$ cat src/rtl/pac_pkg.sv
// Shared definitions for the Pacman motion sequencer: headings, FSM states, maze bounds.
// PAC_MOTION_TUNNEL_EN defined: horizontal moves off either edge wrap to the other side.
package pac_pkg;

    localparam logic [3:0] DIR_L = 4'b1000;
    localparam logic [3:0] DIR_U = 4'b0100;
    localparam logic [3:0] DIR_R = 4'b0010;
    localparam logic [3:0] DIR_D = 4'b0001;

    localparam int PAC_MAX_COL = 27;
    localparam int PAC_MAX_ROW = 30;

    typedef enum logic [2:0] {
        ST_WAIT,
        ST_CHK_NEW,
        ST_CHK_CUR,
        ST_MOVE,
        ST_DONE
    } motion_st_e;

    // Neighbouring tile; ok=0 means off the maze, which counts as a wall without a query.
    typedef struct packed {
        logic       ok;
        logic [4:0] col;
        logic [4:0] row;
    } tile_t;

    function automatic logic onehot4(input logic [3:0] d);
        return (d != 4'd0) && ((d & (d - 4'd1)) == 4'd0);
    endfunction

    function automatic tile_t neighbour(input logic [4:0] col, input logic [4:0] row,
                                        input logic [3:0] dir,
                                        input logic [4:0] max_col, input logic [4:0] max_row);
        tile_t t;
        t.ok  = 1'b1;
        t.col = col;
        t.row = row;
        case (dir)
            DIR_L: begin
                if (col == 5'd0) begin
`ifdef PAC_MOTION_TUNNEL_EN
                    t.col = max_col;
`else
                    t.ok = 1'b0;
`endif
                end else begin
                    t.col = col - 5'd1;
                end
            end
            DIR_R: begin
                if (col == max_col) begin
`ifdef PAC_MOTION_TUNNEL_EN
                    t.col = 5'd0;
`else
                    t.ok = 1'b0;
`endif
                end else begin
                    t.col = col + 5'd1;
                end
            end
            DIR_U: begin
                if (row == 5'd0) t.ok = 1'b0;
                else             t.row = row - 5'd1;
            end
            DIR_D: begin
                if (row == max_row) t.ok = 1'b0;
                else                t.row = row + 5'd1;
            end
            default: t.ok = 1'b0;
        endcase
        return t;
    endfunction

endpackage

$ cat src/rtl/pac_tick_gen.sv
// Free-running movement tick divider: one-cycle tick when the counter sits at TICK_DIV-1.
module pac_tick_gen #(
    parameter int TICK_DIV = 1000000
) (
    input  logic clk,
    input  logic rst_n,
    output logic tick
);

    localparam int CW = (TICK_DIV > 1) ? $clog2(TICK_DIV) : 1;
    localparam logic [CW-1:0] LAST = CW'(TICK_DIV - 1);

    logic [CW-1:0] cnt;

    always_ff @(posedge clk or negedge rst_n) begin
        if (!rst_n)           cnt <= '0;
        else if (cnt == LAST) cnt <= '0;
        else                  cnt <= cnt + CW'(1);
    end

    assign tick = (cnt == LAST);

endmodule

$ cat src/rtl/pac_motion_ctrl.sv
// Tile-based Pacman motion sequencer: paced by pac_tick_gen, wall checks via map req/ack.
// PAC_MOTION_TUNNEL_EN (see pac_pkg) enables the left/right tunnel wrap.
module pac_motion_ctrl
    import pac_pkg::*;
#(
    parameter int TICK_DIV   = 1000000,
    parameter int ANIM_STEPS = 4,
    parameter int MAX_COL    = PAC_MAX_COL,
    parameter int MAX_ROW    = PAC_MAX_ROW,
    parameter int START_COL  = 13,
    parameter int START_ROW  = 23
) (
    input  logic       clk,
    input  logic       rst_n,
    input  logic       en,
    input  logic [3:0] key_dir,
    output logic       map_req,
    output logic [4:0] map_col,
    output logic [4:0] map_row,
    input  logic       map_ack,
    input  logic       map_wall,
    output logic [4:0] pac_col,
    output logic [4:0] pac_row,
    output logic [3:0] direction,
    output logic       mouth_open,
    output logic       step_done
);

    localparam logic [4:0]  MC        = 5'(MAX_COL);
    localparam logic [4:0]  MR        = 5'(MAX_ROW);
    localparam logic [4:0]  SC        = 5'(START_COL);
    localparam logic [4:0]  SR        = 5'(START_ROW);
    localparam logic [15:0] ANIM_LAST = 16'(ANIM_STEPS - 1);

    motion_st_e  st;
    logic        tick, tick_pend, trig;
    logic [3:0]  pend_dir, q_dir;
    logic [15:0] anim_cnt;
    tile_t       nb_new, nb_cur;

    pac_tick_gen #(.TICK_DIV(TICK_DIV)) u_tick (
        .clk   (clk),
        .rst_n (rst_n),
        .tick  (tick)
    );

    assign nb_new = neighbour(pac_col, pac_row, pend_dir, MC, MR);
    assign nb_cur = neighbour(pac_col, pac_row, direction, MC, MR);
    assign trig   = (tick | tick_pend) & en;

    always_ff @(posedge clk or negedge rst_n) begin
        if (!rst_n) begin
            st         <= ST_WAIT;
            tick_pend  <= 1'b0;
            pend_dir   <= 4'd0;
            q_dir      <= 4'd0;
            anim_cnt   <= 16'd0;
            map_req    <= 1'b0;
            map_col    <= 5'd0;
            map_row    <= 5'd0;
            pac_col    <= SC;
            pac_row    <= SR;
            direction  <= DIR_R;
            mouth_open <= 1'b0;
            step_done  <= 1'b0;
        end else begin
            step_done <= 1'b0;
            if (!en)                         tick_pend <= 1'b0;
            else if (tick && st != ST_WAIT)  tick_pend <= 1'b1;

            case (st)
                ST_WAIT: if (trig) begin
                    tick_pend <= 1'b0;
                    if (pend_dir != 4'd0 && nb_new.ok) begin
                        st      <= ST_CHK_NEW;
                        q_dir   <= pend_dir;
                        map_req <= 1'b1;
                        map_col <= nb_new.col;
                        map_row <= nb_new.row;
                    end else if (nb_cur.ok) begin
                        st      <= ST_CHK_CUR;
                        map_req <= 1'b1;
                        map_col <= nb_cur.col;
                        map_row <= nb_cur.row;
                    end else begin
                        st        <= ST_DONE;
                        step_done <= 1'b1;
                    end
                end
                ST_CHK_NEW: if (map_ack) begin
                    map_req <= 1'b0;
                    if (!map_wall) begin
                        direction <= q_dir;
                        pend_dir  <= 4'd0;
                        st        <= ST_MOVE;
                    end else begin
                        st <= ST_CHK_CUR;
                    end
                end
                ST_CHK_CUR: begin
                    // Arriving from a blocked CHK_NEW, req is low for one cycle before relaunching.
                    if (!map_req) begin
                        if (nb_cur.ok) begin
                            map_req <= 1'b1;
                            map_col <= nb_cur.col;
                            map_row <= nb_cur.row;
                        end else begin
                            st        <= ST_DONE;
                            step_done <= 1'b1;
                        end
                    end else if (map_ack) begin
                        map_req <= 1'b0;
                        if (!map_wall) begin
                            st <= ST_MOVE;
                        end else begin
                            st        <= ST_DONE;
                            step_done <= 1'b1;
                        end
                    end
                end
                ST_MOVE: begin
                    pac_col   <= map_col;
                    pac_row   <= map_row;
                    st        <= ST_DONE;
                    step_done <= 1'b1;
                    if (anim_cnt == ANIM_LAST) begin
                        anim_cnt   <= 16'd0;
                        mouth_open <= ~mouth_open;
                    end else begin
                        anim_cnt <= anim_cnt + 16'd1;
                    end
                end
                ST_DONE: st <= ST_WAIT;
                default: st <= ST_WAIT;
            endcase

            // A fresh valid key overrides both the held key and an acceptance clear.
            if (onehot4(key_dir)) pend_dir <= key_dir;
        end
    end

endmodule
$ cat config.mk
export PLATFORM = sky130hd
export DESIGN_NAME = pac_motion_ctrl
export DESIGN_NICKNAME = d
export VERILOG_FILES = /design/src/rtl/pac_pkg.sv /design/src/rtl/pac_tick_gen.sv /design/src/rtl/pac_motion_ctrl.sv
export SDC_FILE = /design/constraint.sdc
export NUM_CORES = 1
export LEC_CHECK = 0
export CORE_MARGIN = 1.5
export CORE_UTILIZATION = 55
export CTS_BUF_LIST = sky130_fd_sc_hd__clkbuf_4 sky130_fd_sc_hd__clkbuf_8
export DETAILED_ROUTE_END_ITERATION = 10
export GPL_TIMING_DRIVEN = 0
export PLACE_DENSITY = 0.79
export SYNTH_ARGS = -nofsm -noshare
export SYNTH_HDL_FRONTEND = slang
export SYNTH_SLANG_ARGS = --single-unit
$ cat constraint.sdc
create_clock -name clk -period 2.23 [get_ports clk]
set_input_delay 0.446 -clock clk [delete_from_list [all_inputs] [get_ports clk]]
set_output_delay 0.446 -clock clk [all_outputs]
set_load 0.1 [all_outputs]
[Yosys cells after proc, flatten, opt, wreduce, memory -nomap -nowiden]
Cells that the tools add are included.
Word-level totals
  register bits: 75
  output and inout port bits: 27
  word-level logic and storage cells: 128
  input bits: 9
Cells by class
  bitwise gates (word level): 5
  mux-type cells: 59
  reduce and logical (&&, ||, !) cells: 21
  add/sub/neg operators: 7
  equality and inequality tests: 22
Operators with widths (number)
  $mux W5: 12
  $pmux W5 S2: 6
  $mux W3: 8
  $mux W1: 22
  $add A20 B1 Y20 const B: 1
  $eq A20 B20 Y1 const B: 1
  $mux W20: 1
  $add A16 B1 Y16 const B: 1
  $eq A16 B2 Y1 const B: 1
  $mux W16: 1
  $mux W4: 4
  $pmux W3 S4: 1
  $reduce_and A3 Y1: 4
  $add A5 B1 Y5 const B: 2
  $eq A5 B5 Y1 const B: 2
  $logic_not A5 Y1: 2
  $sub A5 B1 Y5 const B: 2
  $ne A3 B3 Y1 const B: 3
  $eq A4 B1 Y1 const B: 2
  $eq A4 B2 Y1 const B: 2
  $eq A4 B3 Y1 const B: 2
  $eq A4 B4 Y1 const B: 2
  $pmux W1 S4: 2
  $reduce_and A4 Y1: 2
  other kinds (17): 28

[Logic depth before layout (Yosys ltp)]
  depth after elaboration: 7
  gate-level depth with buffers: 9
  mapped depth without buffers: 8

[By module]
Synthesis repeated with hierarchy kept, for this count alone.
Second synthesis, totals
  cell total of the unflattened synthesis: 494
  area, all modules: 4619.4 um^2
By module, submodules not included
  pac_motion_ctrl: times used 1, seq. area each 1386.3 um^2, area an instance 3563.4 um^2, cells each 395
  pac_tick_gen: times used 1, seq. area each 500.5 um^2, area an instance 1056.0 um^2, cells each 99

[Worst setup path before layout]
OpenSTA, ideal clock, no wires.
  path kind: flip-flop to flip-flop
  from: register pac_col[1]
  to: register map_req
  period minus slack after synthesis: 2936 ps
  setup time: 128 ps
  arrival time: 2808 ps
  data required time: 2102 ps
  setup slack: -706 ps
  path buffers: 1
  cell stages (with the launch flop): 9
  cell sequence: dfrtp_1 -> ha_1 -> and4b_1 -> o22ai_2 -> or3_1 -> buf_4 -> nor3_2 -> a2111oi_4 -> mux2_1
On the way
  word-level cells in the longest chain between the ends: 7
  elaborated cells between the ends (all ways): 14
  classes of those cells: eq/ne (2); mux (9); reduce/logical (3)
Ends and longest elaborated chain
  start: declaration: line pac_motion_ctrl.sv:22  | output logic [4:0] pac_col,
  start signal: assignment: line pac_motion_ctrl.sv:122  | pac_col <= map_col;
  $eq A5 B5 Y1 or $logic_not A5 Y1 (tied branches): line pac_pkg.sv:52, pac_pkg.sv:41
  $mux W1, on equally long branches: line pac_pkg.sv:52, pac_pkg.sv:41
  $pmux W1 S4: line pac_pkg.sv:39  | case (dir)
  $logic_and A1 B1 Y1: line pac_motion_ctrl.sv:74  | if (pend_dir != 4'd0 && nb_new.ok) begin
  $mux W1: line pac_motion_ctrl.sv:74
  $mux W1: line pac_motion_ctrl.sv:72  | ST_WAIT: if (trig) begin
  $pmux W1 S3: line pac_motion_ctrl.sv:71  | case (st)
  end signal: assignment: line pac_motion_ctrl.sv:77  | map_req <= 1'b1;
  end signal: assignment: line pac_motion_ctrl.sv:82  | map_req <= 1'b1;
  end signal: assignment: line pac_motion_ctrl.sv:91  | map_req <= 1'b0;
  end: declaration: line pac_motion_ctrl.sv:17  | output logic map_req,
Parallel ways exist; a longest one is shown, timed or not. The select of a mux whose other input is x is not followed.
A chain may end at the register's enable or synchronous reset.

[Worst setup path in the final report]
Same ends and word-level chain as after synthesis.

==> reports/metrics.cfg <==
[status]
outcome = finished, violations left
violations = setup timing

[route]
viasPerCell = 6.083
drt_iter0_drc = 280
firstDrtPassIters = 6
remaining_drc_errors = 0
wire_per_inst_um = 16.85
ant_nets = 0
vias = 3863
wirelength_mm = 10.70

[sta]
fin_crit_ns = 2.392
max_freq_mhz = 418.0
drv_slew = 0
final.setup.worst_slack_ns = -0.1624
rsz0062_at_grt = yes
fin_worst_skew_ns = 0.006941
setup_viol = 17
post-route-period-util = 1.073
finalSetupTns_ns = -2.229
worstMarginPinSlew_ns = 0.9946
relSlewSlack = 0.3395
finalHoldViolations = 0

[cells_and_area]
diodes = 0
syn2layout_area_growth_pct = 26.39
drive_above_1_share = 0.2439
fin_area_um2 = 5483
final_cells = 635
nFillCells = 575
nets = 544

[cts]
cts-root-buf = clkbuf_8
clkTransAtPathRegs_ns = 0.08
cts_sinks = 75
cts_inserted_buffers = 9
insertion_delay_ns = 0.35
cts_tree = built
clk_path_buf_depth = 2
hold_buffers = 0
htree_num_levels = 3

[global_route]
grt_max_degree = 43
antenna_found_initial = 0
grt_pass1_vias = 3648
grt_overflow = 0
grt_pass1_wl_mm = 17.46
grtUsageTotal = 0.2580

[die]
die_height_um = 91.81
initial_core_util = 0.5643
die_x_um = 91.81
core_region_area_um2 = 7687
io_pins = 36
die-area_um2 = 8429
rows = 32

[synthesis]
yosysSeqAreaShare = 0.4350
synthCells = 455
async_flop_share = 1.000
synth_area_per_cell_um2 = 9.534
synthDistinctLibCells = 64
syn-num-nets = 471
ys.flop_type = dfrtp_1
synth_seq_cells = 75
synth_edf_count = 0
synth_area_um2 = 4338
yosys_warnings = 0

[power]
power_w = 0.002764
p_leak_nw = 2.465
power_density_nw_per_um2 = 504.1
peakVddDrop_v = 0.0003566

[critical_path]
r2r_cells = 9
rrSetupSlack_ns = -0.16
critPathSlowestCell = dfrtp_4
cp_max_fo = 5
path_cells = inv_4, ha_4, nor4b_4, buf_4, nor2_4, or3_4, nor3_4, a2111oi_4, mux2_4
cpLargestDelayFamily = simple AND/OR/NAND/NOR gates
crit_arrival_ns = 2.63
crit_path_start_kind = flip-flop
endpoint_kind = flip-flop
setup.worst_path.class = flip-flop to flip-flop
cp.required_ns = 2.47
path_buf_inv = 2
worstReg2RegEnd = map_req$_DFFE_PN0P_
reg2reg_from = pac_col[1]$_DFFE_PN0P_
slowest_delay_ns = 0.51

[place]
placement.io_buffers = 32
place_ws_ns = -0.5389
dp_cells = 590
gp_congestion = 0.8453
place_area_um2 = 4926
hpwl_mm = 7.077

[min_path]
hp-class = input pin to asynchronous set/reset pin

[run]
maxCapViolations = 0

-- per-layer routing --
layer,vias to the layer above,part of all wire,GRT usage
li1,1809,-,-
met1,1881,0.43,0.3507
met2,145,0.49,0.4185
met3,28,0.065,0.04146
met4,0,0.021,0.09231
met5,-,0,0
-- state kept, by name, indices dropped and copies added, names as in the netlist --
name,flops
tick_pend,1
mouth_open,1
step_done,1
pend_dir,4
q_dir,4
anim_cnt,16
pac_row,5
pac_col,5
direction,4
map_req,1
map_row,5
map_col,5
u_tick.cnt,20
st,3
-- cells in the final DEF (no fill, tap or decap), types with 10 or more instances in the layout --
| cell type | instances |
|---|---|
| a21oi_1 | 17 |
| a22o_1 | 11 |
| and3_1 | 10 |
| buf_4 | 31 |
| clkbuf_1 | 13 |
| clkbuf_8 | 10 |
| dfrtp_1 | 60 |
| dlygate4sd2_1 | 18 |
| inv_1 | 12 |
| nand2_1 | 40 |
| nand3_1 | 21 |
| nor2_1 | 33 |
| nor3_1 | 12 |
| o21ai_0 | 22 |
| xnor2_1 | 19 |
| xor2_1 | 13 |
-- cell usage after synthesis (all sizes together), types with 2 or more instances --
cell type / count / area share
dfrtp: 67 / 0.39
nand2: 42 / 0.036
nor2: 37 / 0.034
o21ai: 26 / 0.032
nand3: 21 / 0.024
xnor2: 19 / 0.038
a21oi: 17 / 0.020
clkbuf: 16 / 0.014
inv: 16 / 0.014
nor3: 14 / 0.017
xor2: 13 / 0.026
mux2: 12 / 0.031
a22o: 11 / 0.022
o22ai: 11 / 0.019
and3: 10 / 0.014
nor2b: 9 / 0.013
dfstp: 8 / 0.048
or4b: 8 / 0.018
ha: 7 / 0.020
nor4b: 7 / 0.021
a31oi: 6 / 0.0087
buf: 6 / 0.0072
nand4: 5 / 0.0072
o211ai: 5 / 0.0087
or3: 5 / 0.0072
a21boi: 4 / 0.0069
and2: 4 / 0.0063
and4: 4 / 0.0081
nor4: 4 / 0.0072
o21a: 4 / 0.0069
o31ai: 4 / 0.0081
a21o: 3 / 0.0052
a221oi: 3 / 0.0061
a22oi: 3 / 0.0052
nand2b: 3 / 0.0043
a211oi: 2 / 0.0035
a222oi: 2 / 0.0046
o21bai: 2 / 0.0035
or4bb: 2 / 0.0052
-- where the power goes --
group | internal (W) | total (W) | switching, W
Combinational | 0.000123 | 0.000279 | 0.000156
Clock | 0.000567 | 0.00109 | 0.000525
Sequential | 0.00137 | 0.00139 | 0.0000231
-- cells by family (layout without fill, tap and decap cells) --
logic type	after synthesis	after routing	share of synthesized area
compound gates	108	108	0.1742
simple gates	181	181	0.2354
xor+xnor	32	32	0.06461
mux	13	13	0.03346
fa+ha+maj	8	8	0.02250
buf+inv	38	116	0.03490
flops	75	75	0.4350
-- final cells by class --
cell class	instances	area, um^2	share of cell area
Buffer	16	68.82	0.01255
Clock buffer	11	145.1	0.02647
Clock inverter	5	60.06	0.01095
Inverter	16	72.57	0.01324
Multi-Input combinational cell	342	2502	0.4564
Sequential cell	75	1924	0.3510
Tap cell	102	127.6	0.02328
Timing Repair Buffer	68	581.8	0.1061
-- worst reg2reg max path: cells and delay by family (launching register included) --
kind,cells,cell delay [ns]
DFF,1,0.51
muxes,1,0.31
adders and majority gates,1,0.14
and+or+nand+nor,4,1.00
buffers and inverters,2,0.27
AOI/OAI and AO/OA,1,0.07
-- how the worst max path moves through the flow --
stage	start	endpoint	slack [ns]	cells after the start
floorplan	direction[1]$_DFFE_PN1P_	map_req$_DFFE_PN0P_	-0.26	8
global placement	rst_n	pac_col[1]$_DFFE_PN0P_	-2.29	1
detailed placement	pac_col[0]$_DFFE_PN1P_	map_col[2]$_DFFE_PN0P_	-0.54	8
CTS	direction[1]$_DFFE_PN1P_	map_req$_DFFE_PN0P_	-0.17	8
global route	pac_col[0]$_DFFE_PN1P_	map_req$_DFFE_PN0P_	-0.23	9
finish	pac_col[1]$_DFFE_PN0P_	map_req$_DFFE_PN0P_	-0.16	9
-- per-stage QoR --
| stage | hold WS (ns) | util |
|---|---|---|
| after detailed placement | 0.4254 | 0.6408 |
| after CTS | 0.04335 | 0.6921 |
| after global placement | 0.4559 | 0.6385 |
| final | 0.03162 | 0.7132 |
| after floorplan | 0.1504 | - |
| after global routing | 0.05184 | 0.7132 |
-- timing repair --
action | 4_1_cts | 5_1_grt
endpoints found under the setup margin | 46 | 32
setup buffers | 17 | 18
pin swaps | 19 | 13
resized for setup | 60 | 21
(Power assumes the default switching activity.)
